## src/rtl/scan_pkg.sv

```systemverilog
// Shared definitions for the LED scan / 7-segment capture block.
// Bus widths, FSM encoding, COM digit codes and segment patterns.
package scan_pkg;

    localparam int unsigned ROWS    = 8;
    localparam int unsigned ROW_W   = 3;
    localparam int unsigned COL_W   = 8;
    localparam int unsigned SEG_W   = 7;
    localparam int unsigned COM_W   = 2;
    localparam int unsigned DIGIT_W = 4;
    localparam int unsigned SCORE_W = 7;
    localparam int unsigned CNT_W   = 8;

    typedef enum logic [1:0] {
        HUNT   = 2'd0,
        SWEEP  = 2'd1,
        COMMIT = 2'd2
    } scan_state_t;

    localparam logic [COM_W-1:0] COM_ONES = 2'b10;
    localparam logic [COM_W-1:0] COM_TENS = 2'b01;

    // {a,b,c,d,e,f,g}, active-low
    localparam logic [SEG_W-1:0] SEG_0 = 7'b0000001;
    localparam logic [SEG_W-1:0] SEG_1 = 7'b1001111;
    localparam logic [SEG_W-1:0] SEG_2 = 7'b0010010;
    localparam logic [SEG_W-1:0] SEG_3 = 7'b0000110;
    localparam logic [SEG_W-1:0] SEG_4 = 7'b1001100;
    localparam logic [SEG_W-1:0] SEG_5 = 7'b0100100;
    localparam logic [SEG_W-1:0] SEG_6 = 7'b0100000;
    localparam logic [SEG_W-1:0] SEG_7 = 7'b0001111;
    localparam logic [SEG_W-1:0] SEG_8 = 7'b0000000;
    localparam logic [SEG_W-1:0] SEG_9 = 7'b0000100;

    typedef struct packed {
        logic [COL_W-1:0] red;
        logic [COL_W-1:0] grn;
        logic [COL_W-1:0] blu;
    } rgb_row_t;

    typedef struct packed {
        logic               valid;
        logic [DIGIT_W-1:0] digit;
    } seg_digit_t;

endpackage

```

## src/rtl/seg7_decode.sv

```systemverilog
// Combinational active-low 7-segment pattern to BCD digit decoder.
// Unknown patterns return digit 4'hF with valid cleared.
module seg7_decode
    import scan_pkg::*;
(
    input  logic [SEG_W-1:0] seg,
    output seg_digit_t       dec_c
);

    always_comb begin
        dec_c = '{valid: 1'b1, digit: 4'd0};
        case (seg)
            SEG_0:   dec_c.digit = 4'd0;
            SEG_1:   dec_c.digit = 4'd1;
            SEG_2:   dec_c.digit = 4'd2;
            SEG_3:   dec_c.digit = 4'd3;
            SEG_4:   dec_c.digit = 4'd4;
            SEG_5:   dec_c.digit = 4'd5;
            SEG_6:   dec_c.digit = 4'd6;
            SEG_7:   dec_c.digit = 4'd7;
            SEG_8:   dec_c.digit = 4'd8;
            SEG_9:   dec_c.digit = 4'd9;
            default: dec_c = '{valid: 1'b0, digit: 4'hF};
        endcase
    end

endmodule

```

## src/rtl/led_scan_capture.sv

```systemverilog
// Rebuilds a double-buffered 8x8 RGB frame from the row-scan bus and
// recovers the two-digit score from the multiplexed 7-segment bus.
module led_scan_capture
    import scan_pkg::*;
#(
    parameter int unsigned SETTLE  = 4,
    parameter int unsigned TIMEOUT = 65535
) (
    input  logic               CLK,
    input  logic               reset,
    input  logic [ROW_W-1:0]   scan_row,
    input  logic [COL_W-1:0]   scan_red,
    input  logic [COL_W-1:0]   scan_grn,
    input  logic [COL_W-1:0]   scan_blu,
    input  logic               scan_en,
    input  logic [SEG_W-1:0]   seg,
    input  logic [COM_W-1:0]   com,
    input  logic [ROW_W-1:0]   rd_row,
    output logic [COL_W-1:0]   rd_red,
    output logic [COL_W-1:0]   rd_grn,
    output logic [COL_W-1:0]   rd_blu,
    output logic               frame_valid,
    output logic [CNT_W-1:0]   frame_cnt,
    output logic               sync_err,
    output logic               stalled,
    output logic [SCORE_W-1:0] score,
    output logic               seg_err
);

    localparam int unsigned SET_W  = $clog2(SETTLE + 1);
    localparam int unsigned TMO_W  = $clog2(TIMEOUT + 1);
    localparam int unsigned SYNC_W = ROW_W + 3 * COL_W + 1 + SEG_W + COM_W;

    logic [SYNC_W-1:0] sync1, sync2;
    logic [ROW_W-1:0]  row_s;
    logic [COL_W-1:0]  red_s, grn_s, blu_s;
    logic              en_s;
    logic [SEG_W-1:0]  seg_s;
    logic [COM_W-1:0]  com_s;

    // Two-flop synchroniser for every asynchronous input bit
    always_ff @(posedge CLK or negedge reset) begin
        if (!reset) begin
            sync1 <= '0;
            sync2 <= '0;
        end else begin
            sync1 <= {scan_row, scan_red, scan_grn, scan_blu, scan_en, seg, com};
            sync2 <= sync1;
        end
    end

    assign {row_s, red_s, grn_s, blu_s, en_s, seg_s, com_s} = sync2;

    // Row settle: one sample per row visit once stable long enough
    logic [ROW_W-1:0] row_q;
    logic [SET_W-1:0] row_cnt;
    logic             row_done;
    logic             row_chg_c, row_smp_c, smp_c;

    assign row_chg_c = (row_s != row_q);
    assign row_smp_c = !row_chg_c && !row_done && (row_cnt == SET_W'(SETTLE - 1));
    assign smp_c     = row_smp_c && en_s;

    always_ff @(posedge CLK or negedge reset) begin
        if (!reset) begin
            row_q    <= '0;
            row_cnt  <= '0;
            row_done <= 1'b0;
        end else begin
            row_q <= row_s;
            if (row_chg_c) begin
                row_cnt  <= '0;
                row_done <= 1'b0;
            end else if (row_smp_c) begin
                row_done <= 1'b1;
            end else if (!row_done) begin
                row_cnt <= row_cnt + SET_W'(1);
            end
        end
    end

    scan_state_t      state, state_n;
    logic [ROW_W-1:0] exp_row, exp_n;
    logic             shd_we_c, sync_err_c, commit_c;

    always_ff @(posedge CLK or negedge reset) begin
        if (!reset) begin
            state   <= HUNT;
            exp_row <= '0;
        end else begin
            state   <= state_n;
            exp_row <= exp_n;
        end
    end

    // Sweep tracking: rows must arrive 0..7 with the matrix enabled
    always_comb begin
        state_n    = state;
        exp_n      = exp_row;
        shd_we_c   = 1'b0;
        sync_err_c = 1'b0;
        commit_c   = 1'b0;
        unique case (state)
            HUNT: begin
                if (smp_c && (row_s == '0)) begin
                    shd_we_c = 1'b1;
                    exp_n    = ROW_W'(1);
                    state_n  = SWEEP;
                end
            end
            SWEEP: begin
                if (!en_s) begin
                    state_n = HUNT;
                end else if (smp_c) begin
                    if (row_s == exp_row) begin
                        shd_we_c = 1'b1;
                        exp_n    = exp_row + ROW_W'(1);
                        if (row_s == ROW_W'(ROWS - 1)) begin
                            state_n = COMMIT;
                        end
                    end else begin
                        sync_err_c = 1'b1;
                        if (row_s == '0) begin
                            shd_we_c = 1'b1;
                            exp_n    = ROW_W'(1);
                        end else begin
                            state_n = HUNT;
                        end
                    end
                end
            end
            COMMIT: begin
                commit_c = 1'b1;
                state_n  = HUNT;
            end
            default: state_n = HUNT;
        endcase
    end

    rgb_row_t shadow  [ROWS];
    rgb_row_t visible [ROWS];
    rgb_row_t wr_data;

    assign wr_data = '{red: ~red_s, grn: ~grn_s, blu: ~blu_s};

    // Frame buffers and read port; a read on the commit edge sees the old frame
    always_ff @(posedge CLK or negedge reset) begin
        if (!reset) begin
            for (int i = 0; i < ROWS; i++) begin
                shadow[i]  <= '0;
                visible[i] <= '0;
            end
            rd_red      <= '0;
            rd_grn      <= '0;
            rd_blu      <= '0;
            frame_valid <= 1'b0;
            frame_cnt   <= '0;
            sync_err    <= 1'b0;
        end else begin
            if (shd_we_c) begin
                shadow[row_s] <= wr_data;
            end
            if (commit_c) begin
                for (int i = 0; i < ROWS; i++) begin
                    visible[i] <= shadow[i];
                end
                frame_cnt <= frame_cnt + CNT_W'(1);
            end
            frame_valid <= commit_c;
            sync_err    <= sync_err_c;
            rd_red      <= visible[rd_row].red;
            rd_grn      <= visible[rd_row].grn;
            rd_blu      <= visible[rd_row].blu;
        end
    end

    logic [TMO_W-1:0] tmo_cnt;

    always_ff @(posedge CLK or negedge reset) begin
        if (!reset) begin
            tmo_cnt <= '0;
            stalled <= 1'b0;
        end else if (row_chg_c) begin
            tmo_cnt <= '0;
            stalled <= 1'b0;
        end else if (tmo_cnt == TMO_W'(TIMEOUT)) begin
            stalled <= 1'b1;
        end else begin
            tmo_cnt <= tmo_cnt + TMO_W'(1);
        end
    end

    // Digit capture: one decode per COM visit after it settles
    logic [COM_W-1:0]   com_q;
    logic [SET_W-1:0]   com_cnt;
    logic               com_done;
    logic               com_chg_c, com_smp_c, ones_smp_c, tens_smp_c;
    seg_digit_t         dec_c;
    logic [DIGIT_W-1:0] ones_dig, tens_dig;
    logic               ones_vld, tens_vld;

    assign com_chg_c  = (com_s != com_q);
    assign com_smp_c  = !com_chg_c && !com_done && (com_cnt == SET_W'(SETTLE - 1));
    assign ones_smp_c = com_smp_c && (com_s == COM_ONES);
    assign tens_smp_c = com_smp_c && (com_s == COM_TENS);

    seg7_decode u_seg7_decode (
        .seg   (seg_s),
        .dec_c (dec_c)
    );

    always_ff @(posedge CLK or negedge reset) begin
        if (!reset) begin
            com_q    <= '0;
            com_cnt  <= '0;
            com_done <= 1'b0;
        end else begin
            com_q <= com_s;
            if (com_chg_c) begin
                com_cnt  <= '0;
                com_done <= 1'b0;
            end else if (com_smp_c) begin
                com_done <= 1'b1;
            end else if (!com_done) begin
                com_cnt <= com_cnt + SET_W'(1);
            end
        end
    end

    always_ff @(posedge CLK or negedge reset) begin
        if (!reset) begin
            ones_dig <= '0;
            tens_dig <= '0;
            ones_vld <= 1'b0;
            tens_vld <= 1'b0;
            seg_err  <= 1'b0;
            score    <= '0;
        end else begin
            if (ones_smp_c) begin
                ones_dig <= dec_c.digit;
                ones_vld <= dec_c.valid;
            end
            if (tens_smp_c) begin
                tens_dig <= dec_c.digit;
                tens_vld <= dec_c.valid;
            end
            seg_err <= (ones_smp_c || tens_smp_c) && !dec_c.valid;
            if (ones_vld && tens_vld) begin
                score <= SCORE_W'(tens_dig) * SCORE_W'(10) + SCORE_W'(ones_dig);
            end
        end
    end

endmodule

```

## config.mk

```make
export PLATFORM = sky130hd
export DESIGN_NAME = led_scan_capture
export DESIGN_NICKNAME = d
export VERILOG_FILES = /design/src/rtl/scan_pkg.sv /design/src/rtl/seg7_decode.sv /design/src/rtl/led_scan_capture.sv
export SDC_FILE = /design/constraint.sdc
export NUM_CORES = 1
export LEC_CHECK = 0
export ABC_AREA = 1
export BUFFER_PORTS_ARGS = -buffer_cell sky130_fd_sc_hd__buf_2
export CORE_ASPECT_RATIO = 0.6
export CORE_UTILIZATION = 30
export DETAILED_ROUTE_END_ITERATION = 6
export MAX_ROUTING_LAYER = met4
export PLACE_DENSITY_LB_ADDON = 0.1
export SLEW_MARGIN = 0
export SYNTH_ARGS = -nofsm -noshare
export SYNTH_HDL_FRONTEND = slang
export SYNTH_SLANG_ARGS = --single-unit
```

## constraint.sdc

```tcl
create_clock -name CLK -period 2.4 [get_ports CLK]
set_input_delay 0.48 -clock CLK [delete_from_list [all_inputs] [get_ports CLK]]
set_output_delay 0.48 -clock CLK [all_outputs]
set_load 0.01 [all_outputs]
```

# Yosys cells after proc, flatten, opt, wreduce, memory -nomap -nowiden
# Index checks and enable logic that the tools add are counted.
[op_classes]
addsub = 6
mul = 1
magnitude_cmp = 3
eq_ne = 32
n_mux = 46
n_bitwise = 5
n_reduce_logical = 29
[op_table]
columns = ["cell", "count"]
rows = [
  ["192-bit bitwise mux", 1],
  ["24-bit binary-select mux with 3-bit select", 1],
  ["24-bit demux with 3-bit select", 1],
  ["24-bit two-way mux", 3],
  ["4-bit one-hot mux with 10 select lines", 1],
  ["3-bit two-way mux", 11],
  ["16-bit two-way mux", 2],
  ["8-bit NOT", 3],
  ["1-bit two-way mux", 17],
  ["16-bit by 1-bit adder with 16-bit output, second input constant", 1],
  ["16-bit equality test, second input constant", 1],
  ["7-bit by 3-bit equality test with 1-bit output, second input constant", 2],
  ["7-bit by 6-bit equality test with 1-bit output, second input constant", 2],
  ["7-bit equality test, second input constant", 2],
  ["2-bit two-way mux", 6],
  ["2-bit != test, second input constant", 6],
  ["1-bit logical AND", 11],
  ["10-bit OR reduction", 1],
  ["3-bit by 1-bit adder with 3-bit output, second input constant", 3],
  ["8-bit by 1-bit adder with 8-bit output, second input constant", 1],
  ["4-bit greater-or-equal comparator, second input constant", 2],
  ["4-bit != test, second input constant", 2],
  ["3-bit NOT with 4-bit output", 2],
  ["2-bit nonzero test", 4],
  ["other kinds (26)", 36],
]
[word_totals]
register_bits = 545
in_bits = 42
out_inout_bits = 43
wordCells = 194

# Longest topological paths before layout
# Gate-level depths: netlist of run 1.
[logic_depth]
depth_word = 8
ltp_mapped = 12
mapped_depth_nobuf = 10

# Modules after synthesis
# Synthesis of run 1 repeated with hierarchy kept, for this count alone.
[hier_totals]
cells_unflattened = 2507
hier_area_um2 = 22099.9
[by_module_without_submodules]
columns = ["module", "n_inst", "cells_per_inst", "area_each_um2", "seq_area_each_um2"]
rows = [
  ["led_scan_capture", 1, 2454, 21874.7, 13638.1],
  ["seg7_decode", 1, 53, 225.2, 0.0],
]

# Worst setup path after synthesis of run 1
# No wires, ideal clock.
[synth_path]
path_kind = "register -> register"
start = "register tens_dig[1]"
end = "register score[6]"
setup_ns = 0.135
arrival_time_ns = 1.719
required_time_ns = 2.265
setup_slack_ns = 0.546
stages_incl_launch_ff = 8
path_buffers = 0
synth_period_minus_slack_ns = 1.854
cell_sequence = "dfrtp_1 -> ha_1 -> ha_1 -> fa_1 -> inv_1 -> nor2_1 -> xor2_1 -> o21ai_0"
[synth_via]
elab_chain_len = 2
[synth_lines]
columns = ["element", "line_no", "rtl"]
rows = [
  ["from (decl)", "led_scan_capture.sv:199", "logic [DIGIT_W-1:0] ones_dig, tens_dig;"],
  ["from (signal assigned)", "led_scan_capture.sv:244", "tens_dig <= dec_c.digit;"],
  ["4-bit by 3-bit multiplier with 6-bit output", "led_scan_capture.sv:249", "score <= SCORE_W'(tens_dig) * SCORE_W'(10) + SCORE_W'(ones_dig);"],
  ["7-bit by 4-bit adder with 7-bit output", "led_scan_capture.sv:249", ""],
  ["to (signal assigned)", "led_scan_capture.sv:249", ""],
  ["to (decl)", "led_scan_capture.sv:26", "output logic [SCORE_W-1:0] score,"],
]
# No other way between the ends.
# A chain may end at the register's enable or synchronous reset.

# Final worst setup path of run 1
[layout_path]
start = "register row_cnt[0]"
end = "register shadow[73] (netlist name)"
[layout_via]
elab_chain_len = 6
elab_cells_between_ends = 8
classes_between = "eq/ne (1); mux (4); reduce/logical (3)"
[layout_lines]
columns = ["element", "line_no", "rtl"]
rows = [
  ["from (decl)", "led_scan_capture.sv:56", "logic [SET_W-1:0] row_cnt;"],
  ["from (signal assigned)", "led_scan_capture.sv:77", "row_cnt <= row_cnt + SET_W'(1);"],
  ["3-bit by 2-bit equality test with 1-bit output *", "led_scan_capture.sv:61", "assign row_smp_c = !row_chg_c && !row_done && (row_cnt == SET_W'(SETTLE - 1));"],
  ["1-bit logical AND *", "led_scan_capture.sv:61", ""],
  ["1-bit logical AND *", "led_scan_capture.sv:62", "assign smp_c = row_smp_c && en_s;"],
  ["1-bit two-way mux / 1-bit logical AND (equally long branches)", "led_scan_capture.sv:114, led_scan_capture.sv:105", ""],
  ["1-bit two-way mux (on tied branches)", "led_scan_capture.sv:112, led_scan_capture.sv:105", ""],
  ["1-bit one-hot mux with 2 select lines *", "led_scan_capture.sv:103", "unique case (state)"],
  ["to (signal, indexed assignment)", "led_scan_capture.sv:161", "shadow[row_s] <= wr_data;"],
  ["to (decl)", "led_scan_capture.sv:140", "rgb_row_t shadow [ROWS];"],
]
# Every way passes the cells marked *; elsewhere a longest branch is shown, timed or not.

==> results.json, run 1 <==
{
  "status": "completed",
  "cts_buffers": 54,
  "clock_latency_ns": 0.64,
  "tritoncts": "yes",
  "arrival_ns": 2.71,
  "grt_pass1_wl_um": 107000,
  "fp-row-count": 76,
  "syn_avg_cell_area_um2": 8.77,
  "cts_root_buffer": "clkbuf_16",
  "netlist_area_um2": 22000,
  "diodes": 0,
  "r2r_slack_ns": 0.20,
  "clockBufferDepth": 3,
  "htreeDepth": 2,
  "ys_types": 32,
  "drive_above_1_share_pct": 10.1,
  "grt_max_degree": 104,
  "cts.clk_slew.worst_paths_ns": 0.06,
  "via_per_inst": 4.72,
  "initial_core_util_pct": 30.5,
  "overflow": 0,
  "worstPathRequired_ns": 2.90,
  "grt_pass1_vias": 17200,
  "min_period_ns": 2.20,
  "first_pass_iters": 5,
  "r2r_start": "row_cnt[0]",
  "post-route-drc-count": 0,
  "fillers": 7484,
  "ant_nets": 0,
  "setup_viol": 0,
  "synthCells": 2508,
  "ys_warn_count": 0,
  "die_width_um": 352,
  "grt.met3_usage_pct": 3.25,
  "core_region_area_um2": 72200,
  "busiest_layer": "met1",
  "clock-sinks": 545,
  "startpoint_type": "flop",
  "port_buffers": 84,
  "antenna_found_initial": 1,
  "fp.dieH_um": 212,
  "routed_wl_um": 68400,
  "ios": 85,
  "synth.yosys.seq_area_share_pct": 62.0,
  "finalClockSkew_ns": 0.0329,
  "yosys.area.top_type_share_pct": 62.0,
  "grtUsageTotal_pct": 19.4,
  "synth_nets": 2565,
  "grtUsageMet1_pct": 29.4,
  "worst_setup_path_end_kind": "flop",
  "p_per_area_nw_per_um2": 724,
  "die_area_um2": 74500,
  "fin_nets": 2692,
  "yosysTopAreaCell": "dfrtp_1",
  "placedInstanceArea_um2": 24100,
  "hold-worst-slack_ns": 0.346,
  "min-delay-path-class": "flop to flop",
  "p_leak_nw": 13.8,
  "final_common_cell": "nand2_1",
  "cp-startpoint": "row_cnt[0]",
  "area_growth_pct": 19.2,
  "rsz0062_at_grt": "no",
  "worstMarginPinSlew_ns": 0.638,
  "regArea_um2": 13600,
  "cp_max_fo": 16,
  "ir_drop_mv": 0.516,
  "final_cell_mix": "nand2_1 (1067), dfrtp_1 (545), nand3_1 (216), nor2_1 (203), o21ai_0 (121)",
  "maxSlewViolCount": 0,
  "worstHoldStart": "sync1[24]",
  "multi_input_area_um2": 7540,
  "maxSlewHeadroom_pct": 57.1,
  "grt_use_met2_pct": 26.7,
  "setup_tns_ns": 0,
  "drt_iter0_drc": 1433,
  "p_total_mw": 19.0,
  "fmax_mhz": 454,
  "vias": 17200,
  "post-dp-hpwl_um": 40500,
  "timing.final.crit_share_pct": 91.8,
  "synth_seq_cells": 545,
  "place.gp.congestion": 0.781,
  "synth.area.top_cells": "dfrtp_1 (62%), nand2_1 (18%), nand3_1 (4.9%), nor2_1 (3.5%), o21ai_0 (2.8%)",
  "max-cap-violations": 0,
  "final_area_um2": 26200,
  "wl_per_cell_um": 18.7,
  "critPathKind": "flop to flop",
  "finalHoldViolCount": 0
}
## worst paths after layout
check | to | cells after the start
setup / recovery | shadow[73] | 11
hold / removal | sync2[24] | 0
max in group asynchronous | visible[37] | 4
setup reg to reg | shadow[73] | 11
min in group asynchronous | sync1[15] | 2
hold reg to reg | sync2[24] | 0
## through the flow
step	std cells	utilization, %	setup slack (ns)
final	3653	36.4	0.197
after detailed placement	3513	33.3	0.143
after global placement	3513	33.3	0.266
after CTS	3650	36.3	0.117
after global routing	3653	36.4	0.00656
after floorplan	2508	-	0.546
## cell families after synthesis
family | count (synthesis) | share of synthesized area (%)
simple gates | 1524 | 27.5
flops | 545 | 62.0
buf+inv | 215 | 4.03
compound gates | 185 | 4.56
xor+xnor | 22 | 0.876
fa+ha+maj | 15 | 0.921
mux | 2 | 0.102
## sequential cells by signal (all words and copies together), names as in the netlist, 4 cells and up
register   cells
sync2         37
sync1         37
frame_cnt      8
tens_dig       4
shadow       192
tmo_cnt       16
rd_grn         8
visible      192
ones_dig       4
rd_blu         8
score          7
rd_red         8
## layout make-up
class,count,area share [%]
flip-flops and latches,545,52.0
well taps,975,4.65
repair buffers,207,6.75
multi-input cells,1748,28.7
clock inverters,13,0.634
clock buffers,86,6.11
inverters,79,1.15
## synthesized netlist by cell type
master    number
a31oi_1       28
o22ai_1       24
fa_1           2
a211oi_1       1
o21ai_0      121
ha_1          13
nand3b_1       1
clkinv_1       1
or2_2          1
nand3_2        1
nor2_2         1
buf_1          3
nand2_1     1069
clkbuf_1      94
xnor2_1       12
nor4_1         2
mux2_2         2
inv_1         74
nor3b_1        1
buf_2         30
xor2_1        10
inv_2          4
dfrtp_1      545
a21oi_1        7
o31ai_1        3
buf_6          2
nor2_1       203
nand3_1      217
nand4_1        7
buf_4          7
o211ai_1       1
nor3_1        21
## worst max-delay path, cell delays in order (launching register included)
cell	delay [ns]
dfrtp_1	0.37
ha_1	0.16
ha_1	0.16
nand2_1	0.07
nor2_2	0.21
nand4_1	0.21
nand2_4	0.17
buf_4	0.22
nand2_1	0.10
buf_4	0.26
nand2_1	0.10
nand2_1	0.05
## power by group
group | internal (mW) | switching [mW]
registers | 9.31 | 0.0747
clock network | 4.89 | 3.71
logic | 0.300 | 0.710
## per-layer routing
| metal | routed length (um) | up-vias |
|---|---|---|
| met4 | 1300 | 0 |
| met3 | 4020 | 88 |
| met2 | 27400 | 427 |
| li1 | - | 8202 |
| met1 | 35700 | 8527 |
| met5 | 0 | - |
## repair_timing
item / CTS / global route
resized for setup: 0 / 2
hold buffers: 38 / 0
setup endpoints to repair: 0 / 85
buffers inserted: 0 / 3
endpoints found under the hold margin: 65 / 0
Note: power is estimated with default switching activity, not from simulation.
==> inputs of run 2 (changes only) <==
--- a/config.mk
+++ b/config.mk
@@ -9,6 +9,7 @@
 export BUFFER_PORTS_ARGS = -buffer_cell sky130_fd_sc_hd__buf_2
 export CORE_ASPECT_RATIO = 0.6
 export CORE_UTILIZATION = 30
+export CTS_BUF_LIST = sky130_fd_sc_hd__clkbuf_4 sky130_fd_sc_hd__clkbuf_8
 export DETAILED_ROUTE_END_ITERATION = 6
 export MAX_ROUTING_LAYER = met4
 export PLACE_DENSITY_LB_ADDON = 0.1
==> run 2 against run 1 <==
Register-to-register slack better by 0.02 ns. Flip-flop and latch count stayed put. First-iteration DRC count is 6.1% lower. Combinational power hardly changed. Largest power group unchanged.
==> results.json, run 2 (synthesized netlist as in run 1, its figures left out) <==
{
  "post-dp-hpwl_um": 40500,
  "place.gp.congestion": 0.781,
  "cp_max_fo": 16,
  "finalHoldViolCount": 0,
  "min_period_ns": 2.19,
  "rsz0062_at_grt": "no",
  "finalClockSkew_ns": 0.0241,
  "maxSlewViolCount": 0,
  "min-delay-path-class": "input pin to asynchronous set/reset pin",
  "drive_above_1_share_pct": 12.4,
  "grt_pass1_wl_um": 107000,
  "ir_drop_mv": 0.429,
  "antenna_found_initial": 0,
  "clock_latency_ns": 0.71,
  "clock-sinks": 545,
  "worstPathRequired_ns": 2.98,
  "ios": 85,
  "setup_viol": 0,
  "drt_iter0_drc": 1345,
  "tritoncts": "yes",
  "worst_setup_path_end_kind": "flop",
  "fp-row-count": 76,
  "grt_pass1_vias": 17500,
  "initial_core_util_pct": 30.5,
  "htreeDepth": 3,
  "first_pass_iters": 5,
  "post-route-drc-count": 0,
  "wl_per_cell_um": 18.7,
  "comb_power_share_pct": 5.4,
  "p_per_area_nw_per_um2": 714,
  "maxSlewHeadroom_pct": 58.4,
  "timing.final.crit_share_pct": 91.2,
  "final_common_cell": "nand2_1",
  "cts_root_buffer": "clkbuf_8",
  "fin_nets": 2727,
  "overflow": 0,
  "p_leak_nw": 13.9,
  "p_seq_share_pct": 50.1,
  "startpoint_type": "flop",
  "die_area_um2": 74500,
  "clkPwrFrac_pct": 44.5,
  "vias": 17300,
  "routed_wl_um": 69000,
  "max-cap-violations": 0,
  "arrival_ns": 2.77,
  "hold-worst-slack_ns": 0.273,
  "core_region_area_um2": 72200,
  "power.net_switching_mw": 4.62,
  "cts_buffers": 89,
  "fp.dieH_um": 212,
  "ant_nets": 0,
  "grtUsageTotal_pct": 19.7,
  "p_int_mw": 14.1,
  "grt_max_degree": 104,
  "clockBufferDepth": 3,
  "area_growth_pct": 19.2,
  "p_sw_share_pct": 24.7,
  "cts.clk_slew.worst_paths_ns": 0.08,
  "reg2regPathDepth": 11,
  "setup_tns_ns": 0,
  "top_regs": "shadow: 192 flops, visible: 192 flops",
  "final_cell_mix": "nand2_1 (1067), dfrtp_1 (545), nand3_1 (216), nor2_1 (203), o21ai_0 (121)",
  "port_buffers": 84,
  "status": "completed",
  "fmax_mhz": 457,
  "via_per_inst": 4.66,
  "worstMarginPinSlew_ns": 0.618,
  "die_width_um": 352,
  "critPathKind": "flop to flop"
}
[run 2: changes by cell type in the layout (fill, tap and decap cells not counted)]
cell / delta
buf_12: +1
buf_16: -1
bufinv_16: -2
clkbuf_1: -20
clkbuf_16: -55
clkbuf_4: +25
clkbuf_8: +96
clkinv_4: -1
clkinv_8: -2
clkinvlp_4: +3
diode_2: +1
inv_6: +3
[run 2: worst max-delay path, stage by stage (launching register included)]
cell	delay (ns)
dfrtp_1	0.37
ha_1	0.16
ha_1	0.16
nand2_1	0.07
nor2_2	0.22
nand4_1	0.21
nand2_4	0.17
buf_4	0.22
nand2_1	0.10
buf_4	0.26
nand2_1	0.10
nand2_1	0.05
[run 2: power by group through the flow]
stage	registers (mW)	clock network [mW]	logic, mW
detailed placement	9.55	0	0.988
CTS	9.39	8.66	1.04
floorplan	9.54	0	0.348
finish	9.39	8.34	1.01
global route	9.39	9.04	1.13
global placement	9.55	0	0.988
[run 2: path summary, 6_finish.rpt]
kind                             from    endpoint  slack [ns]
max                        row_cnt[0]  shadow[73]        0.21
min                             reset   sync1[15]        0.27
max in group asynchronous       reset  shadow[85]        1.20
min reg2reg                 sync1[22]   sync2[22]        0.35
max reg2reg                row_cnt[0]  shadow[73]        0.21
min in group CLK            rd_row[2]   rd_red[5]        0.34
[run 2: what timing repair did]
item	in CTS	in global routing
resized for setup	0	1
setup endpoints to repair	0	98
hold endpoints to repair	92	0
hold buffers	38	0
setup buffers	0	3
[run 2: stage by stage]
stage	util [%]	worst slack, ns	cell area (um^2)	power (mW)	instances
6_report	36.4	0.212	26200	18.7	3701
5_1_grt	36.3	0.0255	26200	19.6	3700
2_1_floorplan	-	0.546	22000	9.88	2508
3_3_place_gp	33.3	0.266	24100	10.5	3513
3_5_place_dp	33.3	0.143	24100	10.5	3513
4_1_cts	36.3	0.117	26200	19.1	3697
[run 2: cell type report]
class | instances | area (um^2)
well taps | 975 | 1220
clock buffers | 132 | 1660
inverters | 79 | 302
diodes | 1 | 2.50
flip-flops and latches | 545 | 13600
clock inverters | 14 | 114
repair buffers | 207 | 1760
multi-input cells | 1748 | 7540
fillers | 7507 | 45900
[run 2: layer usage]
layer / GRT usage, % / part of all wire [%] / vias up
li1: - / - / 8261
met4: 5.83 / 2.4 / 0
met1: 29.6 / 53 / 8479
met3: 3.78 / 5.3 / 110
met5: - / 0 / -
met2: 26.5 / 40 / 410
